## config.mk

```make
export PLATFORM = sky130hd
export DESIGN_NAME = kmeans_centroid_update_k2_d2
export DESIGN_NICKNAME = d
export VERILOG_FILES = /design/src/rtl/kmeans_pkg.sv /design/src/rtl/kmeans_seq_divider.sv /design/src/rtl/kmeans_centroid_update_k2_d2.sv
export SDC_FILE = /design/constraint.sdc
export NUM_CORES = 1
export LEC_CHECK = 0
export ABC_CLOCK_PERIOD_IN_PS = 3400
export CORE_MARGIN = 5
export CORE_UTILIZATION = 53
export DETAILED_ROUTE_END_ITERATION = 8
export GPL_ROUTABILITY_DRIVEN = 0
export PLACE_DENSITY = 0.77
export SLEW_MARGIN = 20
export SYNTH_ARGS = -nofsm -noshare
export SYNTH_HDL_FRONTEND = slang
export SYNTH_SLANG_ARGS = --single-unit
```

## constraint.sdc

```tcl
create_clock -name clk -period 3.4 [get_ports clk]
set_input_delay 0.85 -clock clk [delete_from_list [all_inputs] [get_ports clk]]
set_output_delay 0.85 -clock clk [all_outputs]
set_load 0.01 [all_outputs]
```

## src/rtl/kmeans_pkg.sv

```systemverilog
// kmeans_pkg -- shared definitions for the k=2, d=2 centroid update block.
//
// Contents:
//   state_t       : update FSM states (ACCUM is the reset state)
//   KM_SW         : accumulator (sum) width at default parameters
//   KM_CNT_W      : per-cluster sample count width at default parameters
//   KM_ROUND      : 1 when KMEANS_UPDATE_ROUND_EN is defined (round-half-up)
//   KM_DIV_W      : dividend width seen by the shared divider
//   KM_DIV_CYCLES : cycles per division (1 load + KM_DIV_W iterations)
//   KM_LATENCY    : triggering-sample acceptance edge to out_valid edge
//
// Optional feature macro: KMEANS_UPDATE_ROUND_EN
package kmeans_pkg;

  typedef enum logic [1:0] {
    ACCUM = 2'd0,
    DIV   = 2'd1,
    DONE  = 2'd2
  } state_t;

  localparam int KM_DATA_W = 8;
  localparam int KM_QTY_W  = 8;
  localparam int KM_SW     = KM_DATA_W + KM_QTY_W;
  localparam int KM_CNT_W  = KM_QTY_W + 1;

`ifdef KMEANS_UPDATE_ROUND_EN
  localparam int KM_ROUND = 1;
`else
  localparam int KM_ROUND = 0;
`endif

  localparam int KM_DIV_W      = KM_SW + KM_ROUND;
  localparam int KM_DIV_CYCLES = KM_DIV_W + 1;
  localparam int KM_LATENCY    = 4 * KM_DIV_CYCLES + 1;

endpackage

```

## src/rtl/kmeans_seq_divider.sv

```systemverilog
// kmeans_seq_divider -- sequential restoring unsigned divider.
//
// A start pulse loads the operands (one cycle); the quotient is then built
// one bit per cycle over DVD_W cycles. done pulses for one cycle when the
// quotient is final and stays valid until the next start.
//
// Ports:
//   clk, rst   : clock, synchronous active-high reset (aborts a division)
//   start      : load dividend/divisor and begin
//   dividend   : DVD_W-bit unsigned dividend
//   divisor    : DVS_W-bit unsigned divisor (zero gives a meaningless result)
//   quotient   : low QUO_W bits of the quotient
//   done       : one-cycle pulse, quotient valid
module kmeans_seq_divider #(
  parameter int DVD_W = 16,
  parameter int DVS_W = 9,
  parameter int QUO_W = 8
) (
  input  logic             clk,
  input  logic             rst,
  input  logic             start,
  input  logic [DVD_W-1:0] dividend,
  input  logic [DVS_W-1:0] divisor,
  output logic [QUO_W-1:0] quotient,
  output logic             done
);

  localparam int STEP_W = $clog2(DVD_W + 1);

  logic [DVS_W-1:0]  rem_reg;
  logic [DVD_W-1:0]  quo_reg;
  logic [STEP_W-1:0] step_reg;
  logic              busy_reg;
  logic              done_reg;

  // Partial remainder shifted left with the next dividend bit. The remainder
  // is always below the divisor, so DVS_W+1 bits hold the trial value and
  // the difference, when taken, fits back into DVS_W bits.
  logic [DVS_W:0]   trial;
  logic [DVS_W-1:0] diff;
  logic             fits;

  assign trial = {rem_reg, quo_reg[DVD_W-1]};
  assign fits  = trial >= {1'b0, divisor};
  assign diff  = trial[DVS_W-1:0] - divisor;

  always_ff @(posedge clk) begin
    if (rst) begin
      rem_reg  <= '0;
      quo_reg  <= '0;
      step_reg <= '0;
      busy_reg <= 1'b0;
      done_reg <= 1'b0;
    end else begin
      done_reg <= 1'b0;
      if (start) begin
        rem_reg  <= '0;
        quo_reg  <= dividend;
        step_reg <= STEP_W'(DVD_W);
        busy_reg <= 1'b1;
      end else if (busy_reg) begin
        rem_reg  <= fits ? diff : trial[DVS_W-1:0];
        quo_reg  <= {quo_reg[DVD_W-2:0], fits};
        step_reg <= step_reg - 1'b1;
        if (step_reg == STEP_W'(1)) begin
          busy_reg <= 1'b0;
          done_reg <= 1'b1;
        end
      end
    end
  end

  assign quotient = quo_reg[QUO_W-1:0];
  assign done     = done_reg;

endmodule

```

## src/rtl/kmeans_centroid_update_k2_d2.sv

```systemverilog
// kmeans_centroid_update_k2_d2 -- k-means centroid update, 2 clusters x 2 dims.
//
// Accumulates per-cluster coordinate sums and counts for one iteration, then
// computes the four means with one shared sequential divider (k0d0, k0d1,
// k1d0, k1d1) and publishes them with a one-cycle out_valid pulse. Empty
// clusters keep their old centroid and are flagged in empty_cluster.
// Latency from the triggering sample's acceptance edge to out_valid is fixed.
//
// Ports:
//   clk, rst                : clock, synchronous active-high reset
//   in_valid / in_ready     : sample handshake (ready only while accumulating)
//   in_data0, in_data1      : sample coordinates
//   in_centroid             : nearest-centroid index of the sample
//   in_last                 : final sample of the iteration
//   old_k*d*                : current centroids (fallback for empty clusters)
//   new_k*d*                : updated centroids, held between pulses
//   out_valid               : one-cycle pulse when new_* are updated
//   empty_cluster           : bit c set when cluster c received no samples
//
// Optional feature macro: KMEANS_UPDATE_ROUND_EN (round-half-up means).
module kmeans_centroid_update_k2_d2
  import kmeans_pkg::*;
#(
  parameter int input_data_width         = 8,
  parameter int input_data_qty_bit_width = 8
) (
  input  logic                        clk,
  input  logic                        rst,
  input  logic                        in_valid,
  output logic                        in_ready,
  input  logic [input_data_width-1:0] in_data0,
  input  logic [input_data_width-1:0] in_data1,
  input  logic                        in_centroid,
  input  logic                        in_last,
  input  logic [input_data_width-1:0] old_k0d0,
  input  logic [input_data_width-1:0] old_k0d1,
  input  logic [input_data_width-1:0] old_k1d0,
  input  logic [input_data_width-1:0] old_k1d1,
  output logic [input_data_width-1:0] new_k0d0,
  output logic [input_data_width-1:0] new_k0d1,
  output logic [input_data_width-1:0] new_k1d0,
  output logic [input_data_width-1:0] new_k1d1,
  output logic                        out_valid,
  output logic [1:0]                  empty_cluster
);

  localparam int W         = input_data_width;
  localparam int Q         = input_data_qty_bit_width;
  localparam int SUM_W     = W + Q;
  localparam int CNT_W     = Q + 1;
  localparam int DVD_W     = SUM_W + KM_ROUND;
  localparam int DIV_STEPS = DVD_W + 1;
  localparam int PH_W      = $clog2(DIV_STEPS);

  localparam logic [PH_W-1:0]  LAST_PHASE = PH_W'(DIV_STEPS - 1);
  // Total count just before reaching 2^Q: the sample accepted now is the last.
  localparam logic [CNT_W-1:0] LAST_TOTAL = {1'b0, {Q{1'b1}}};

  state_t           state_reg;
  logic [CNT_W-1:0] total_reg;
  logic [1:0]       idx_reg;
  logic [PH_W-1:0]  phase_reg;
  logic [W-1:0]     q_reg [3];

  logic [W-1:0] new_k0d0_reg, new_k0d1_reg, new_k1d0_reg, new_k1d1_reg;
  logic [1:0]   empty_reg;
  logic         out_valid_reg;

  logic             accept;
  logic [SUM_W-1:0] sum_d0 [2];
  logic [SUM_W-1:0] sum_d1 [2];
  logic [CNT_W-1:0] cnt    [2];
  logic [1:0]       empty_now;

  assign in_ready = (state_reg == ACCUM);
  assign accept   = in_valid && in_ready;

  // Per-cluster accumulators; cleared when results are published.
  genvar gi;
  generate
    for (gi = 0; gi < 2; gi++) begin : g_cluster
      logic [SUM_W-1:0] sum_d0_reg;
      logic [SUM_W-1:0] sum_d1_reg;
      logic [CNT_W-1:0] cnt_reg;
      logic             hit;

      assign hit = accept && (in_centroid == 1'(gi));

      always_ff @(posedge clk) begin
        if (rst || state_reg == DONE) begin
          sum_d0_reg <= '0;
          sum_d1_reg <= '0;
          cnt_reg    <= '0;
        end else if (hit) begin
          sum_d0_reg <= sum_d0_reg + {{Q{1'b0}}, in_data0};
          sum_d1_reg <= sum_d1_reg + {{Q{1'b0}}, in_data1};
          cnt_reg    <= cnt_reg + 1'b1;
        end
      end

      assign sum_d0[gi]    = sum_d0_reg;
      assign sum_d1[gi]    = sum_d1_reg;
      assign cnt[gi]       = cnt_reg;
      assign empty_now[gi] = (cnt_reg == '0);
    end
  endgenerate

  // Operand selection for the division currently scheduled by idx_reg.
  logic [SUM_W-1:0] div_sum;
  logic [CNT_W-1:0] div_cnt;
  logic [DVD_W-1:0] div_dividend;
  logic             div_start;
  logic [W-1:0]     div_quotient;
  logic             div_done;

  always_comb begin
    div_sum = sum_d0[0];
    div_cnt = cnt[0];
    case (idx_reg)
      2'd0: begin div_sum = sum_d0[0]; div_cnt = cnt[0]; end
      2'd1: begin div_sum = sum_d1[0]; div_cnt = cnt[0]; end
      2'd2: begin div_sum = sum_d0[1]; div_cnt = cnt[1]; end
      default: begin div_sum = sum_d1[1]; div_cnt = cnt[1]; end
    endcase
  end

`ifdef KMEANS_UPDATE_ROUND_EN
  // Adding half the count before dividing rounds the mean half-up.
  assign div_dividend = {1'b0, div_sum} + DVD_W'(div_cnt >> 1);
`else
  assign div_dividend = div_sum;
`endif

  // Each division starts at phase 0, so the four slots run back to back.
  assign div_start = (state_reg == DIV) && (phase_reg == '0);

  kmeans_seq_divider #(
    .DVD_W (DVD_W),
    .DVS_W (CNT_W),
    .QUO_W (W)
  ) u_divider (
    .clk      (clk),
    .rst      (rst),
    .start    (div_start),
    .dividend (div_dividend),
    .divisor  (div_cnt),
    .quotient (div_quotient),
    .done     (div_done)
  );

  always_ff @(posedge clk) begin
    if (rst) begin
      state_reg     <= ACCUM;
      total_reg     <= '0;
      idx_reg       <= '0;
      phase_reg     <= '0;
      q_reg[0]      <= '0;
      q_reg[1]      <= '0;
      q_reg[2]      <= '0;
      new_k0d0_reg  <= '0;
      new_k0d1_reg  <= '0;
      new_k1d0_reg  <= '0;
      new_k1d1_reg  <= '0;
      empty_reg     <= '0;
      out_valid_reg <= 1'b0;
    end else begin
      out_valid_reg <= 1'b0;
      case (state_reg)
        ACCUM: begin
          if (accept) begin
            total_reg <= total_reg + 1'b1;
            if (in_last || total_reg == LAST_TOTAL) begin
              state_reg <= DIV;
              idx_reg   <= '0;
              phase_reg <= '0;
            end
          end
        end
        DIV: begin
          // done of slot i-1 coincides with the load cycle of slot i.
          if (div_done) begin
            case (idx_reg)
              2'd1:    q_reg[0] <= div_quotient;
              2'd2:    q_reg[1] <= div_quotient;
              2'd3:    q_reg[2] <= div_quotient;
              default: ;
            endcase
          end
          if (phase_reg == LAST_PHASE) begin
            phase_reg <= '0;
            if (idx_reg == 2'd3) begin
              state_reg <= DONE;
            end else begin
              idx_reg <= idx_reg + 2'd1;
            end
          end else begin
            phase_reg <= phase_reg + 1'b1;
          end
        end
        DONE: begin
          // The fourth quotient is taken straight from the divider here.
          new_k0d0_reg  <= empty_now[0] ? old_k0d0 : q_reg[0];
          new_k0d1_reg  <= empty_now[0] ? old_k0d1 : q_reg[1];
          new_k1d0_reg  <= empty_now[1] ? old_k1d0 : q_reg[2];
          new_k1d1_reg  <= empty_now[1] ? old_k1d1 : div_quotient;
          empty_reg     <= empty_now;
          out_valid_reg <= 1'b1;
          total_reg     <= '0;
          state_reg     <= ACCUM;
        end
        default: state_reg <= ACCUM;
      endcase
    end
  end

  assign new_k0d0      = new_k0d0_reg;
  assign new_k0d1      = new_k0d1_reg;
  assign new_k1d0      = new_k1d0_reg;
  assign new_k1d1      = new_k1d1_reg;
  assign empty_cluster = empty_reg;
  assign out_valid     = out_valid_reg;

endmodule

```

* Word-level counts from Yosys, hierarchy flattened *
Memories as Yosys holds them, arrays and structs flattened.
Index checks and enable logic that the tools add are counted.
Widths: inputs -> output; s select.

cells by class
  $add $sub $neg = 11
  magnitude comparators = 1
  eq/ne operators = 13
  mux-type cells = 52
  bitwise operators = 5
  reduce and logical (&&, ||, !) cells = 21

operators by type and width
  cell                 number
  $add 16x8->16        4
  $mux 8               7
  $pmux 16 s3          1
  $mux 16              2
  $add 9x1->9 const B  3
  $mux 9               3
  $mux 5               5
  $mux 1               22
  $logic_not 9->1      2
  $pmux 9 s2           1
  $mux 2               8
  $ge 10x9->1          1
  $pmux 5 s2           1
  $eq 9x8->1 const B   1
  $sub 9x9->9          1
  $ne 2x1->1 const B   4
  $pmux 2 s2           2
  $eq 2x2->1 const B   3
  $reduce_bool 2->1    3
  $add 5x1->5 const B  1
  $eq 5x1->1 const B   1
  $eq 5x5->1 const B   1
  $logic_not 5->1      1
  $reduce_and 5->1     1
  other kinds (14)     24

word-level totals
  bits in registers = 167
  RAM bits = 24
  bits of input ports = 53
  output and inout bits = 36
  memories kept = 1

memories
  name   depth  width  rd ports  clocked after memory_dff  write ports  line                                text
  q_reg  3      8      3         0                         3            kmeans_centroid_update_k2_d2.sv:63  logic [W-1:0] q_reg [3];

* Logic depth before layout (Yosys ltp) *
Gate-level depths: netlist (run 1).

  depth after elaboration = 7
  depth in mapped cells = 15
  gate-level depth less buffers = 12

* Modules after synthesis *
From an unflattened synthesis (run 1), not the netlist that was laid out.

second synthesis, totals
  cell total of the unflattened synthesis = 1,164
  area, all modules = 10,274.9 µm²

modules (own cells, without submodules)
  module                        instances  cells each  area each (µm²)  sequential area each (µm²)
  kmeans_centroid_update_k2_d2  1          925         8,301.7          3,423.3
  kmeans_seq_divider            1          239         1,973.1          640.6

* Least setup slack after synthesis (run 1) *
OpenSTA, ideal clock, no wires.

  kind = reg-to-reg
  from = reg idx_reg[0]
  to = reg u_divider.rem_reg[0]
  library setup time = 106 ps
  arrival time = 3,341 ps
  data required time = 3,294 ps
  setup slack = -47 ps
  cell stages (with the launch flop) = 15
  period minus slack after synthesis = 3,447 ps
  cells stage by stage = dfxtp_1 > inv_1 > ha_1 > clkbuf_1 > clkbuf_1 > nor2_1 > buf_1 > o21ai_0 > ha_1 > fa_1 > nand2b_1 > a21oi_1 > o21ai_1 > a2111o_1 > o311ai_0

on the way
  word-level cells in the longest chain between the ends = 5

ends and longest elaborated chain
  item                                           line                                                text
  start, declared                                kmeans_centroid_update_k2_d2.sv:61                  logic [1:0] idx_reg;
  start signal, assigned                         kmeans_centroid_update_k2_d2.sv:194                 idx_reg <= idx_reg + 2'd1;
  $eq 2x1->1 or $logic_not 2->1 (tied branches)  kmeans_centroid_update_k2_d2.sv:119                 case (idx_reg)
  $reduce_or 2->1 (no source line) (*)           -
  $mux 9 (*)                                     kmeans_centroid_update_k2_d2.sv:119
  $sub 9x9->9 or $ge 10x9->1 (tied branches)     kmeans_seq_divider.sv:45, kmeans_seq_divider.sv:44
  $mux 9 (*)                                     kmeans_seq_divider.sv:62                            rem_reg <= fits ? diff : trial[DVS_W-1:0];
  end signal, assigned                           kmeans_seq_divider.sv:62
  end, declared                                  kmeans_seq_divider.sv:30                            logic [DVS_W-1:0] rem_reg;

Mark *: on every way between the ends. The rest lies on a longest branch, timed or not.
A chain may end at the register's enable or synchronous reset.

* Worst setup path after layout (run 1) *
Same ends and word-level chain as after synthesis.

==> metrics.txt, run 1 <==
outcome=finished clean; CTS buffer count=17; RSZ-0062 raised after global routing=no; Leakage=4.42 nW; Row Count=50; Slew Limit Headroom=0.289; antenna cells=0; CP endpoint kind=flop; Startpoint Class=flop; worst hold path class=reg2reg; largest net degree at the start of global routing=37; Setup Buffers After CTS=0; CP max stage cell=a2111o_1; vias in the first global route=8307; Clock Sinks=191; Clk pwr share=0.385; Final HPWL DP=18500 microns; fraction of layout cells with a size suffix above 1=0.0547; post-synth cell types=63; CTS hold repair buffers=0; CP max stage delay=0.44 ns; XOR/XNOR Fraction of Synth Area=0.0316; CTS Buffer Depth=2; Mapped Nets=1282; Final period util=0.919; Top FF cell, synth=dfxtp_1; fin area=12100 sq um; GR Overflow Total=0; All-Layer GR Usage=0.227; met2 wire length=11500 microns; clk_lat worst skew=0.44 ns; io pins=89; DRT Wirelength=25100 microns; max-cap violations=0; DRC Markers=0; top achievable clock speed=between 300 and 400 MHz; Post-synth EDFFs=24; clk slew on worst S/H paths=0.08 ns; Syn Inst Count=1169; Initial Utilization=0.543; global-route wire length before repair=41200 microns; Internal Power=~0.0038 W; Fin. Hold Viols=0; routed wl met3=1800 microns; Worst path top cell family by delay=compound AO/OA/AOI/OAI gates; simple-gate share of the synthesized area=0.177; Die Y=149 microns; peak supply drop=slightly below 0.4 mV; Critical Path Most Common Cell=ha_1; mux contribution to synthesized area=0.0753; Compound-Gate Fraction of Synth Area=0.202; metal1 wirelength=11400 microns; Power Total=0.00537 W; fin crit period=between 3 and 4 ns; H-tree levels=4; post-route ant nets=0; Seq/Total Area, Yosys=0.396; number of synthesized register bits=about 190; Placed Area=between 10000 and 15000 sq um; hold_ws=about 0.46 ns; largest family of logic cells by synthesized area=compound AO/OA/AOI/OAI gates; asr flop ratio synth=0; critical path arrival=3.45 ns; initial antenna violation count=0; Chip Width=149 microns; Seq pwr share=0.456; Post-Synthesis Cell Area=10300 sq um; setup_tns=0 ns; Final Setup Violations=0; fin nets=1362; Final Skew=0.0137 ns; Mean Syn Cell Area=roughly 8.8 sq um; max layer used=met4; Comb power frac=0.159; CTS-repair resized insts=0; pwr/cell area=443 nW/um^2; CP Class=reg2reg; Core Area=18900 sq um; Initial DRC Count=roughly 760; CTS tree=done; crit path buf inv count=2; fin. max-slew vios=0; Worst-Margin Slew=1.06 ns; number of port buffers=88; vias post-DR=8875; switching pwr=0.00161 W; crit-path cells=inv_1 -> ha_1 -> nor2_1 -> buf_12 -> o21ai_0 -> ha_1 -> fa_1 -> nand2b_1 -> a21oi_1 -> o21ai_1 -> a2111o_1 -> o311ai_0; synth-to-layout area growth=18.2%; adder and majority gate portion of the synthesized area=0.0769; sw frac=0.300; critical path required time=between 3 and 4 ns; clk root buf=clkbuf_16; WL/cell=16.5 microns; CP Max Fanout=11; Yosys warning total=0; die footprint=22200 sq um; TritonRoute pass-1 iters=7; via density per instance=approximately 6
placed cells by master (no fill, tap or decap), drive strengths merged, types with 9 or more instances in the layout:
| cell | instances |
|---|---|
| clkdlybuf4s50 | 88 |
| dfxtp | 167 |
| nor2 | 81 |
| edfxtp | 24 |
| nand3 | 37 |
| o21ai | 88 |
| o21a | 12 |
| nand2b | 14 |
| buf | 29 |
| a222oi | 16 |
| nand4 | 16 |
| nand2 | 123 |
| xnor2 | 14 |
| nor2b | 9 |
| ha | 55 |
| xor2 | 23 |
| a2111o | 10 |
| a211oi | 36 |
| a21o | 15 |
| and3 | 18 |
| and2 | 15 |
| or3 | 24 |
| clkbuf | 17 |
| mux2i | 76 |
| inv | 63 |
| a21oi | 87 |
synthesized netlist by cell type, drive strengths merged, types with 3 or more instances:
cell type  instances  area [sq um]
nand2b            14          87.6
nand3             37           185
ha                55           688
xor2              23           201
edfxtp            24           721
nor2              81           304
or4                5          41.3
a2111o            10           113
a311o              3          30.0
nor4               4          25.0
inv               55           206
fa                 5           100
a211o              5          43.8
a21o              15           113
nor4b              4          41.3
a21oi             87           435
nand3b             3          22.5
clkbuf            40           150
a31oi              7          43.8
o22ai              3          18.8
mux2i             76           761
a222oi            16           160
nor3               8          40.0
o21ai             88           440
o21a              12          90.1
and2              15          93.8
o311ai             5          43.8
o31ai              8          60.1
and3              18           113
a211oi            36           270
nor3b              5          37.5
dfxtp            167          3340
nand2            123           462
xnor2             14           123
o211ai             7          52.6
nand4             16           100
nor2b              9          56.3
or3               24           150
buf               16          62.6
path summary, 6_finish.rpt:
| kind | startpoint | to | slack [ns] | depth (start not counted) |
|---|---|---|---|---|
| hold / removal | empty_cluster[1] | empty_cluster[1] | 0.46 | 2 |
| setup / recovery | idx_reg[0] | u_divider.rem_reg[0] | 0.27 | 12 |
| setup reg to reg | idx_reg[0] | u_divider.rem_reg[0] | 0.27 | 12 |
| hold reg to reg | empty_cluster[1] | empty_cluster[1] | 0.46 | 2 |
through the flow:
step           worst slack (ns)  utilization  std cells
3_5_place_dp              0.172        0.608       1490
4_1_cts                   0.273        0.642       1522
5_1_grt                  0.0453        0.642       1522
6_report                  0.274        0.642       1522
2_1_floorplan             0.137            -       1169
3_3_place_gp              0.254        0.608       1490
final cells by class:
class	instances	area, sq um
clock buffers	17	425
inverters	56	210
well taps	260	325
repair buffers	117	1110
clock inverters	15	204
multi-input cells	866	5780
fillers	1574	6770
flip-flops and latches	191	4060
kinds of logic after synthesis:
group | after synthesis
xor+xnor | 37
flops | 191
mux | 77
compound gates | 320
fa+ha+maj | 60
buf+inv | 112
simple gates | 372
power groups by stage:
| stage | registers, W | clock network, W | logic, W |
|---|---|---|---|
| 6_report | 0.00245 | 0.00206 | 0.000856 |
| 5_1_grt | 0.00246 | 0.00220 | 0.000952 |
| 4_1_cts | 0.00244 | 0.00210 | 0.000852 |
| 3_5_place_dp | 0.00250 | 0 | 0.000844 |
| 3_3_place_gp | 0.00249 | 0 | 0.000828 |
| 2_1_floorplan | 0.00246 | 0 | 0.000608 |
worst reg2reg max path, stage by stage, from the launching register on:
cell	delay, ns
dfxtp_1	0.42
inv_1	0.09
ha_1	0.21
nor2_1	0.19
buf_12	0.17
o21ai_0	0.09
ha_1	0.21
fa_1	0.39
nand2b_1	0.18
a21oi_1	0.26
o21ai_1	0.24
a2111o_1	0.45
o311ai_0	0.11
routing by layer:
metal | vias up | global-route usage
li1 | 4425 | -
met1 | 4141 | 0.310
met2 | 271 | 0.370
met3 | 38 | 0.0422
met4 | 0 | 0.0645
met5 | - | 0
No activity file was read; power rests on OpenSTA's default activity.
==> run 2: changes to the inputs <==
--- a/config.mk
+++ b/config.mk
@@ -6,8 +6,10 @@
 export NUM_CORES = 1
 export LEC_CHECK = 0
 export ABC_CLOCK_PERIOD_IN_PS = 3400
+export CAP_MARGIN = 10
 export CORE_MARGIN = 5
 export CORE_UTILIZATION = 53
+export CTS_CLUSTER_SIZE = 12
 export DETAILED_ROUTE_END_ITERATION = 8
 export GPL_ROUTABILITY_DRIVEN = 0
 export PLACE_DENSITY = 0.77
==> results of run 2 <==
Final layout, timing and power as in run 1 (identical DEF).
